**config.mk**
```make
export PLATFORM = sky130hd
export DESIGN_NAME = channel_eye_scan_ctrl_flat
export DESIGN_NICKNAME = d
export VERILOG_FILES = /design/src/rtl/channel_eye_scan_ctrl_if.sv /design/src/rtl/channel_eye_scan_ctrl.sv /design/src/flat_wrapper.sv
export SDC_FILE = /design/constraint.sdc
export NUM_CORES = 1
export LEC_CHECK = 0
export CORE_MARGIN = 2
export CORE_UTILIZATION = 65
export DETAILED_ROUTE_END_ITERATION = 16
export GPL_TIMING_DRIVEN = 0
export MAX_ROUTING_LAYER = met4
export PLACE_DENSITY_LB_ADDON = 0.3
export SYNTH_ARGS = -nofsm -noshare
export SYNTH_HDL_FRONTEND = slang
export SYNTH_SLANG_ARGS = --single-unit
```
**constraint.sdc**
```tcl
create_clock -name Sample_CLK -period 7.96 [get_ports Sample_CLK]
set_input_delay 1.592 -clock Sample_CLK [delete_from_list [all_inputs] [get_ports Sample_CLK]]
set_output_delay 1.592 -clock Sample_CLK [all_outputs]
set_load 0.01 [all_outputs]
```
**src/rtl/channel_eye_scan_ctrl_if.sv**
```systemverilog
// Stimulus/result bundle between the eye-scan sequencer and its bench.
// The sequencer takes the slave side; the driver of Start/Threshold/Ch_sample takes the master side.
interface channel_eye_scan_ctrl_if #(
  parameter int N  = 10,
  parameter int DW = 8
);
  localparam int PW = $clog2(N);

  logic                 Start;
  logic [DW-1:0]        Threshold;
  logic [DW-1:0]        Ch_sample;
  logic                 Data_in_tx;
  logic                 Busy;
  logic                 Done;
  logic                 Res_valid;
  logic [PW-1:0]        Res_phase;
  logic [15:0]          Res_err;
  logic signed [DW:0]   Res_open;

  modport master (
    output Start, Threshold, Ch_sample,
    input  Data_in_tx, Busy, Done, Res_valid, Res_phase, Res_err, Res_open
  );

  modport slave (
    input  Start, Threshold, Ch_sample,
    output Data_in_tx, Busy, Done, Res_valid, Res_phase, Res_err, Res_open
  );
endinterface

```
**src/rtl/channel_eye_scan_ctrl.sv**
```systemverilog
// Eye-scan sequencer: drives PRBS7 into the channel at one bit per UI, then
// slices the returned samples at one phase per window and reports the error
// count and vertical eye opening for every phase 0..N-1.
module channel_eye_scan_ctrl #(
  parameter int N            = 10,
  parameter int CH_LAT       = 2,
  parameter int SETTLE_UI    = 16,
  parameter int UI_PER_PHASE = 64,
  parameter int DW           = 8
) (
  input logic                   Sample_CLK,
  input logic                   Rst,
  channel_eye_scan_ctrl_if.slave bus
);
  localparam int SW = $clog2(N);
  localparam logic [SW-1:0] S_LAST   = SW'(N - 1);
  localparam logic [31:0]   SETTLE_C = 32'(SETTLE_UI);
  localparam logic [15:0]   WIN_LAST = 16'(UI_PER_PHASE - 1);

  typedef enum logic [2:0] {IDLE, SETTLE, SCAN, REPORT, ALIGN} state_t;

  state_t             state_q, state_d;
  logic [SW-1:0]      s_q, s_d;
  logic [6:0]         lfsr_q, lfsr_d;
  logic [31:0]        ui_cnt_q, ui_cnt_d;
  logic [15:0]        win_q, win_d;
  logic [SW-1:0]      p_q, p_d;
  logic [DW-1:0]      th_q, th_d;
  logic [15:0]        err_q, err_d;
  logic [DW-1:0]      min1_q, min1_d;
  logic [DW-1:0]      max0_q, max0_d;
  logic               done_q, done_d;
  logic [SW-1:0]      rphase_q, rphase_d;
  logic [15:0]        rerr_q, rerr_d;
  logic signed [DW:0] ropen_q, ropen_d;

  logic          busy;
  logic          tx_bit;
  logic          e_bit;
  logic [SW-1:0] d_idx;
  logic          ge;

  assign busy   = (state_q != IDLE);
  assign tx_bit = busy & lfsr_q[6];
  assign ge     = (bus.Ch_sample >= th_q);

  if (CH_LAT == 0) begin : g_nodly
    assign e_bit = tx_bit;
    assign d_idx = s_q;
  end else begin : g_dly
    localparam int unsigned LAT_U = CH_LAT;
    logic [SW:0] dl_q [LAT_U];

    // Align {tx bit, sample index} with Ch_sample; flushed while idle so stale
    // indices from a previous sweep cannot open the first window early.
    always_ff @(posedge Sample_CLK or posedge Rst) begin
      if (Rst) begin
        for (int unsigned i = 0; i < LAT_U; i++) dl_q[i] <= '0;
      end else if (!busy) begin
        for (int unsigned i = 0; i < LAT_U; i++) dl_q[i] <= '0;
      end else begin
        dl_q[0] <= {tx_bit, s_q};
        for (int unsigned i = 1; i < LAT_U; i++) dl_q[i] <= dl_q[i-1];
      end
    end

    assign e_bit = dl_q[LAT_U-1][SW];
    assign d_idx = dl_q[LAT_U-1][SW-1:0];
  end

  // State and datapath registers.
  always_ff @(posedge Sample_CLK or posedge Rst) begin
    if (Rst) begin
      state_q  <= IDLE;
      s_q      <= '0;
      lfsr_q   <= '1;
      ui_cnt_q <= '0;
      win_q    <= '0;
      p_q      <= '0;
      th_q     <= '0;
      err_q    <= '0;
      min1_q   <= '1;
      max0_q   <= '0;
      done_q   <= 1'b0;
      rphase_q <= '0;
      rerr_q   <= '0;
      ropen_q  <= '0;
    end else begin
      state_q  <= state_d;
      s_q      <= s_d;
      lfsr_q   <= lfsr_d;
      ui_cnt_q <= ui_cnt_d;
      win_q    <= win_d;
      p_q      <= p_d;
      th_q     <= th_d;
      err_q    <= err_d;
      min1_q   <= min1_d;
      max0_q   <= max0_d;
      done_q   <= done_d;
      rphase_q <= rphase_d;
      rerr_q   <= rerr_d;
      ropen_q  <= ropen_d;
    end
  end

  // Next-state logic: stimulus generation, window sequencing and per-phase statistics.
  always_comb begin
    state_d  = state_q;
    s_d      = s_q;
    lfsr_d   = lfsr_q;
    ui_cnt_d = ui_cnt_q;
    win_d    = win_q;
    p_d      = p_q;
    th_d     = th_q;
    err_d    = err_q;
    min1_d   = min1_q;
    max0_d   = max0_q;
    done_d   = 1'b0;
    rphase_d = rphase_q;
    rerr_d   = rerr_q;
    ropen_d  = ropen_q;

    if (busy) begin
      s_d = (s_q == S_LAST) ? '0 : s_q + SW'(1);
      if (s_q == S_LAST) lfsr_d = {lfsr_q[5:0], lfsr_q[6] ^ lfsr_q[5]};
    end

    case (state_q)
      IDLE: begin
        if (bus.Start && !done_q) begin
          state_d  = SETTLE;
          s_d      = '0;
          lfsr_d   = '1;
          ui_cnt_d = '0;
          p_d      = '0;
          th_d     = bus.Threshold;
        end
      end
      SETTLE: begin
        if (s_q == S_LAST && ui_cnt_q < SETTLE_C) ui_cnt_d = ui_cnt_q + 32'd1;
        if (ui_cnt_q >= SETTLE_C && d_idx == S_LAST) begin
          state_d = SCAN;
          win_d   = '0;
          err_d   = '0;
          min1_d  = '1;
          max0_d  = '0;
        end
      end
      SCAN: begin
        if (d_idx == p_q) begin
          if ((ge != e_bit) && (err_q != 16'hFFFF)) err_d = err_q + 16'd1;
          if (e_bit) begin
            if (bus.Ch_sample < min1_q) min1_d = bus.Ch_sample;
          end else begin
            if (bus.Ch_sample > max0_q) max0_d = bus.Ch_sample;
          end
        end
        // Results are captured from the _d values so the last sample of the
        // window (phase N-1 lands on d == N-1) is included.
        if (d_idx == S_LAST) begin
          if (win_q == WIN_LAST) begin
            state_d  = REPORT;
            rphase_d = p_q;
            rerr_d   = err_d;
            ropen_d  = signed'({1'b0, min1_d} - {1'b0, max0_d});
          end else begin
            win_d = win_q + 16'd1;
          end
        end
      end
      REPORT: begin
        if (p_q == S_LAST) begin
          state_d = IDLE;
          done_d  = 1'b1;
          s_d     = '0;
        end else begin
          p_d     = p_q + SW'(1);
          state_d = ALIGN;
        end
      end
      ALIGN: begin
        if (d_idx == S_LAST) begin
          state_d = SCAN;
          win_d   = '0;
          err_d   = '0;
          min1_d  = '1;
          max0_d  = '0;
        end
      end
      default: state_d = IDLE;
    endcase
  end

  assign bus.Data_in_tx = tx_bit;
  assign bus.Busy       = busy;
  assign bus.Done       = done_q;
  assign bus.Res_valid  = (state_q == REPORT);
  assign bus.Res_phase  = rphase_q;
  assign bus.Res_err    = rerr_q;
  assign bus.Res_open   = ropen_q;
endmodule

```
**src/flat_wrapper.sv**
```systemverilog
// flat-port wrapper written by rule: the top's interface ports become plain ports
module channel_eye_scan_ctrl_flat 
#(
  parameter int N            = 10,
  parameter int CH_LAT       = 2,
  parameter int SETTLE_UI    = 16,
  parameter int UI_PER_PHASE = 64,
  parameter int DW           = 8
)
  (Sample_CLK, Rst, bus_Start, bus_Threshold, bus_Ch_sample, bus_Data_in_tx, bus_Busy, bus_Done, bus_Res_valid, bus_Res_phase, bus_Res_err, bus_Res_open);
  channel_eye_scan_ctrl_if #(.N(N), .DW(DW)) bus_i ();
  input logic Sample_CLK;
  input logic Rst;
  input wire logic [$bits(bus_i.Start)-1:0] bus_Start;
  input wire logic [$bits(bus_i.Threshold)-1:0] bus_Threshold;
  input wire logic [$bits(bus_i.Ch_sample)-1:0] bus_Ch_sample;
  output wire logic [$bits(bus_i.Data_in_tx)-1:0] bus_Data_in_tx;
  output wire logic [$bits(bus_i.Busy)-1:0] bus_Busy;
  output wire logic [$bits(bus_i.Done)-1:0] bus_Done;
  output wire logic [$bits(bus_i.Res_valid)-1:0] bus_Res_valid;
  output wire logic [$bits(bus_i.Res_phase)-1:0] bus_Res_phase;
  output wire logic [$bits(bus_i.Res_err)-1:0] bus_Res_err;
  output wire logic [$bits(bus_i.Res_open)-1:0] bus_Res_open;
  assign bus_i.Start = bus_Start;
  assign bus_i.Threshold = bus_Threshold;
  assign bus_i.Ch_sample = bus_Ch_sample;
  assign bus_Data_in_tx = bus_i.Data_in_tx;
  assign bus_Busy = bus_i.Busy;
  assign bus_Done = bus_i.Done;
  assign bus_Res_valid = bus_i.Res_valid;
  assign bus_Res_phase = bus_i.Res_phase;
  assign bus_Res_err = bus_i.Res_err;
  assign bus_Res_open = bus_i.Res_open;
  channel_eye_scan_ctrl #(.N(N), .CH_LAT(CH_LAT), .SETTLE_UI(SETTLE_UI), .UI_PER_PHASE(UI_PER_PHASE), .DW(DW)) u_core (.Sample_CLK(Sample_CLK), .Rst(Rst), .bus(bus_i));
endmodule
```
Word level (Yosys, flattened, before mapping)
Index checks and enable logic that the tools add are counted.

Register bits: 146. Input bits: 19. Output and inout bits: 33. Logic and storage cells: 112.

$add $sub $neg: 6. Order comparisons: 5. Equal/unequal tests: 19. Multiplexer cells: 47. Bitwise gates (word level): 2. Reductions and logical operators: 17.

Operator list (number): 16-bit two-way mux (6); 8-bit two-way mux (12); 16-bit one-hot mux with 3 select lines (2); 32-bit two-way mux (2); 32-bit one-hot mux with 2 select lines (1); 8-bit one-hot mux with 3 select lines (2); 16-bit by 1-bit adder with 16-bit output (second input constant) (2); 32-bit by 1-bit adder with 32-bit output (second input constant) (1); 32-bit by 5-bit >= comparator with 1-bit output (second input constant) (1); 32-bit by 5-bit less-than comparator with 1-bit output (second input constant) (1); 7-bit two-way mux (4); 4-bit two-way mux (6); 3-bit two-way mux (6); 16-bit by 6-bit equality test with 1-bit output (second input constant) (1); 16-bit inequality test (second input constant) (1); 4-bit one-hot mux with 2 select lines (2); 3-bit one-hot mux with 5 select lines (1); 4-bit equality test (second input constant) (3); 2-bit by 1-bit inequality test with 1-bit output (second input constant) (6); 3-bit AND reduction (4); 10-bit two-way mux (1); 5-bit AND reduction (2); 8-bit by 8-bit subtractor with 9-bit output (1); 4-bit by 1-bit adder with 4-bit output (second input constant) (2); 18 further kinds (26).

Longest topological paths before layout
Word-level depth: 6. Mapped depth: 18. Depth with buffers taken out: 16.

Worst setup path after synthesis
OpenSTA, ideal clock, no wires.

Path type: input -> register. Start: in bus_Ch_sample[6]. End: reg u_core.ropen_q[8] (netlist: u_core.bus.Res_open[8]). Library setup time: 121 ps. Arrival: 4597 ps. Required time: 7839 ps. Slack: 3242 ps. Stages: 17. Path buffers: 3. Cells stage by stage: ha_1 -> a21oi_1 -> nor2b_1 -> or4_1 -> buf_2 -> or2_1 -> buf_6 -> buf_6 -> mux2i_1 -> ha_1 -> fa_1 -> nand2b_1 -> a21boi_0 -> o21ai_0 -> a21oi_1 -> o21ai_0 -> a22o_1.

Cells in the longest elaborated chain, start to end: 6. Elaborated cells between the ends (all ways): 11. Classes of those cells: 1 x add/sub; 2 x order compare; 8 x mux.

RTL lines: from (decl) (line flat_wrapper.sv:16) `input wire logic [$bits(bus_i.Ch_sample)-1:0] bus_Ch_sample;`; 8-bit less-than comparator / 8-bit greater-than comparator (equally long branches) (line channel_eye_scan_ctrl.sv:153, channel_eye_scan_ctrl.sv:155); 8-bit two-way mux, on equally long branches (line channel_eye_scan_ctrl.sv:153, channel_eye_scan_ctrl.sv:155); 8-bit two-way mux (line channel_eye_scan_ctrl.sv:152) `if (e_bit) begin`; 8-bit two-way mux (line channel_eye_scan_ctrl.sv:150) `if (d_idx == p_q) begin`; 8-bit two-way mux (line channel_eye_scan_ctrl.sv:128) `case (state_q)`; 8-bit by 8-bit subtractor with 9-bit output * (line channel_eye_scan_ctrl.sv:165) `ropen_d = signed'({1'b0, min1_d} - {1'b0, max0_d});`; to (signal assigned) (line channel_eye_scan_ctrl.sv:102) `ropen_q <= ropen_d;`; to (decl) (line channel_eye_scan_ctrl.sv:35) `logic signed [DW:0] ropen_q, ropen_d;`.

Mark *: on every way between the ends. The rest lies on a longest branch, timed or not. The select of a mux whose other input is x is not followed. A chain may end at the register's enable or synchronous reset.

Worst setup path in the final report
Start: in bus_Ch_sample[7]. End: reg u_core.ropen_q[8] (netlist: u_core.bus.Res_open[8]).

The elaborated chain is that of the path after synthesis.

==> flow_summary.ini <==
[status]
status = finished clean

[worst_setup_path]
slowest_delay_ps = 660
path_class = input port to flop
cp_cell_sequence = clkdlybuf4s50_1 > ha_1 > nand4_1 > o21ai_0 > nor2_1 > o21ai_0 > clkbuf_1 > o21ai_0 > ha_1 > fa_1 > nand2b_1 > a21boi_0 > o21ai_0 > a21oi_1 > o21ai_0 > a22o_1
required_ps = 8270
crit_buf_inv = 2
cp_data_arrival_time_ps = 5790
crit_family = compound AO/OA/AOI/OAI gates
path_max_fanout = 10
start_kind = input port
critPathMostFrequentCell = o21ai_0
cp_slowest_cell = clkdlybuf4s50_1
endpoint_kind = flop

[layout]
finalInstanceArea_sq_um = 9630
final_cell_mix = 131 x dfrtp_1, 108 x nand2_1, 58 x nor2_1, 57 x o21ai_0, 51 x clkdlybuf4s50_1
diodes = 0
final_net_count = 1024
final_common_cell = dfrtp_1
drive_gt1_frac = 0.0776
syn_to_final_growth_pct = 16.6

[detailed_routing]
dr_total_vias = 7109
wire_per_inst_microns = 17.0
drt-total-wl_microns = 19600
drt-initial-drc-count = 629
antenna_left = 0
via_per_inst = 6.17
drc = 0
dr.pass1.iters = 6

[timing]
worst_slew_pin_slew_ps = 897
hold_violations = 0
maxSlewHeadroom = 0.387
clock.fmax_mhz = 183
rsz0062_at_grt = no
fin_crit_ps = 5470
min_period_over_period = 0.688
finalSetupViolations = 0
tns_ps = 0
maxSlewViolCount = 0
skew_ps = 7.85

[cts]
ctsResizeCount = 0
cts_hold_buf = 0
root_buffer = clkbuf_16
h-tree-depth = 4
cts.sinks = 146
clk_path_buf_depth = 2
post-cts-setup-buffer-count = 0
clock_latency_ps = 430
cts_buffers = 17
cts.clk_slew.worst_paths_ps = 60
cts_tree = yes

[floorplanning]
placementRows = 41
die_area_sq_um = 13600
ios = 52
initial_utilization = 0.660
die_x_microns = 117
die_y_microns = 117
core-area_sq_um = 12500

[logic_synthesis]
yosysWarnings = 0
synth_cell_type_count = 62
synth-seq-area-share = 0.445
synthArstFlopShare = 1.00
syn-cell-area_sq_um = 8260
ys.flop_type = dfrtp_1
synth_seq_cells = 146
synth-edff-count = 0
syn_nets = 953
syn_inst = 896
synth.avg_cell_area_sq_um = 9.22

[global_routing]
grt_pass1_wl_microns = 32400
grt.total_usage = 0.317
antenna_found_initial = 0
grt_max_degree = 75
grt_pass1_vias = 6755
overflow = 0

[place]
post-dp-hpwl_microns = 13300
placed_cell_area_sq_um = 9020
portBuffers = 51
place_congestion = 0.928

[worst_hold_path]
hold_class = flop to flop

[pwr]
power_density_nw_per_um2 = 202
p_leak_nw = 4.34
ir_drop_mv = 0.170

[job]
cap_violations = 0
[layout make-up]
| class | instances | area (sq um) |
|---|---|---|
| buffer | 53 | 224 |
| clock buffer | 24 | 492 |
| clock inverter | 8 | 124 |
| fill | 863 | 2880 |
| inverter | 41 | 159 |
| multi-input combinational | 656 | 4210 |
| sequential | 146 | 3670 |
| tap | 172 | 215 |
| timing repair buffer | 52 | 538 |
[Yosys cell counts (all sizes together) (16+ instances only)]
master,n,share of area
a21oi,26,0.016
and2,46,0.035
clkbuf,42,0.019
dfrtp,131,0.40
ha,37,0.056
inv,41,0.019
mux2i,39,0.047
nand2,108,0.049
nand2b,16,0.012
nand3,33,0.020
nand4,21,0.017
nor2,58,0.026
nor3,18,0.011
nor4,33,0.026
o21ai,58,0.035
[flip-flops by register name (all words and copies together) (netlist names), 8 cells and up]
register and cells:
u_core.ui_cnt_q 32, u_core.max0_q 8, u_core.th_q 8, u_core.min1_q 8, u_core.bus.Res_err 16, u_core.bus.Res_open 9
u_core.err_q 16, u_core.win_q 16
[worst paths after layout]
check	to	depth (start not counted)	slack [ps]	from
max	u_core.bus.Res_open[8]$_DFFE_PP0P_	16	2490	bus_Ch_sample[7]
min	u_core.d_idx[3]$_DFF_PP0_	1	440	u_core.g_dly.dl_q[8]$_DFF_PP0_
max reg2reg	u_core.bus.Res_open[8]$_DFFE_PP0P_	16	3800	u_core.p_q[2]$_DFFE_PP0P_
min reg2reg	u_core.d_idx[3]$_DFF_PP0_	1	440	u_core.g_dly.dl_q[8]$_DFF_PP0_
max in group asynchronous	u_core.min1_q[5]$_DFFE_PP1P_	3	5510	Rst
min in group asynchronous	u_core.g_dly.dl_q[7]$_DFF_PP0_	2	1650	Rst
[where the power goes]
| group | internal [mW] | switching [mW] |
|---|---|---|
| sequential | 0.805 | 0.0435 |
| combinational | 0.116 | 0.151 |
| clock | 0.526 | 0.302 |
[through the flow]
stage | util | hold WS, ps | total power [mW] | std cells | worst slack [ps]
final | 0.770 | 441 | 1.94 | 1152 | 2490
after global routing | 0.770 | 468 | 2.03 | 1152 | 2250
after CTS | 0.770 | 443 | 1.95 | 1152 | 2580
after detailed placement | 0.720 | 432 | 1.12 | 1120 | 2160
after global placement | 0.718 | 431 | 1.11 | 1119 | 600
after floorplan | - | 428 | 1.05 | 896 | 2470
[logic make-up after synthesis]
group	Yosys count	synth area share
AOI/OAI and AO/OA	167	0.131
xor gates and xnor gates	15	0.0159
adders and majority gates	38	0.0585
buffers and inverters	94	0.0458
DFF	146	0.445
muxes	51	0.0636
and+or+nand+nor	385	0.241
[worst reg2reg max path, cell delays in order (launching register included)]
cell	delay, ps
dfrtp_1	460
xnor2_1	260
nand4_2	300
or4_1	540
buf_2	190
or2_1	240
buf_6	150
buf_6	140
mux2i_1	120
ha_1	230
fa_1	410
nand2b_1	160
a21boi_0	210
o21ai_0	160
a21oi_1	200
o21ai_0	110
a22o_1	180
[metal layers]
layer | up-vias | GRT usage | wire length (microns)
met3 | 55 | 0.0540 | 1210
met1 | 3430 | 0.403 | 8430
met5 | - | - | 0
met4 | 0 | 0.123 | 526
met2 | 266 | 0.509 | 9450
li1 | 3358 | - | -
(Power assumes the default switching activity.)
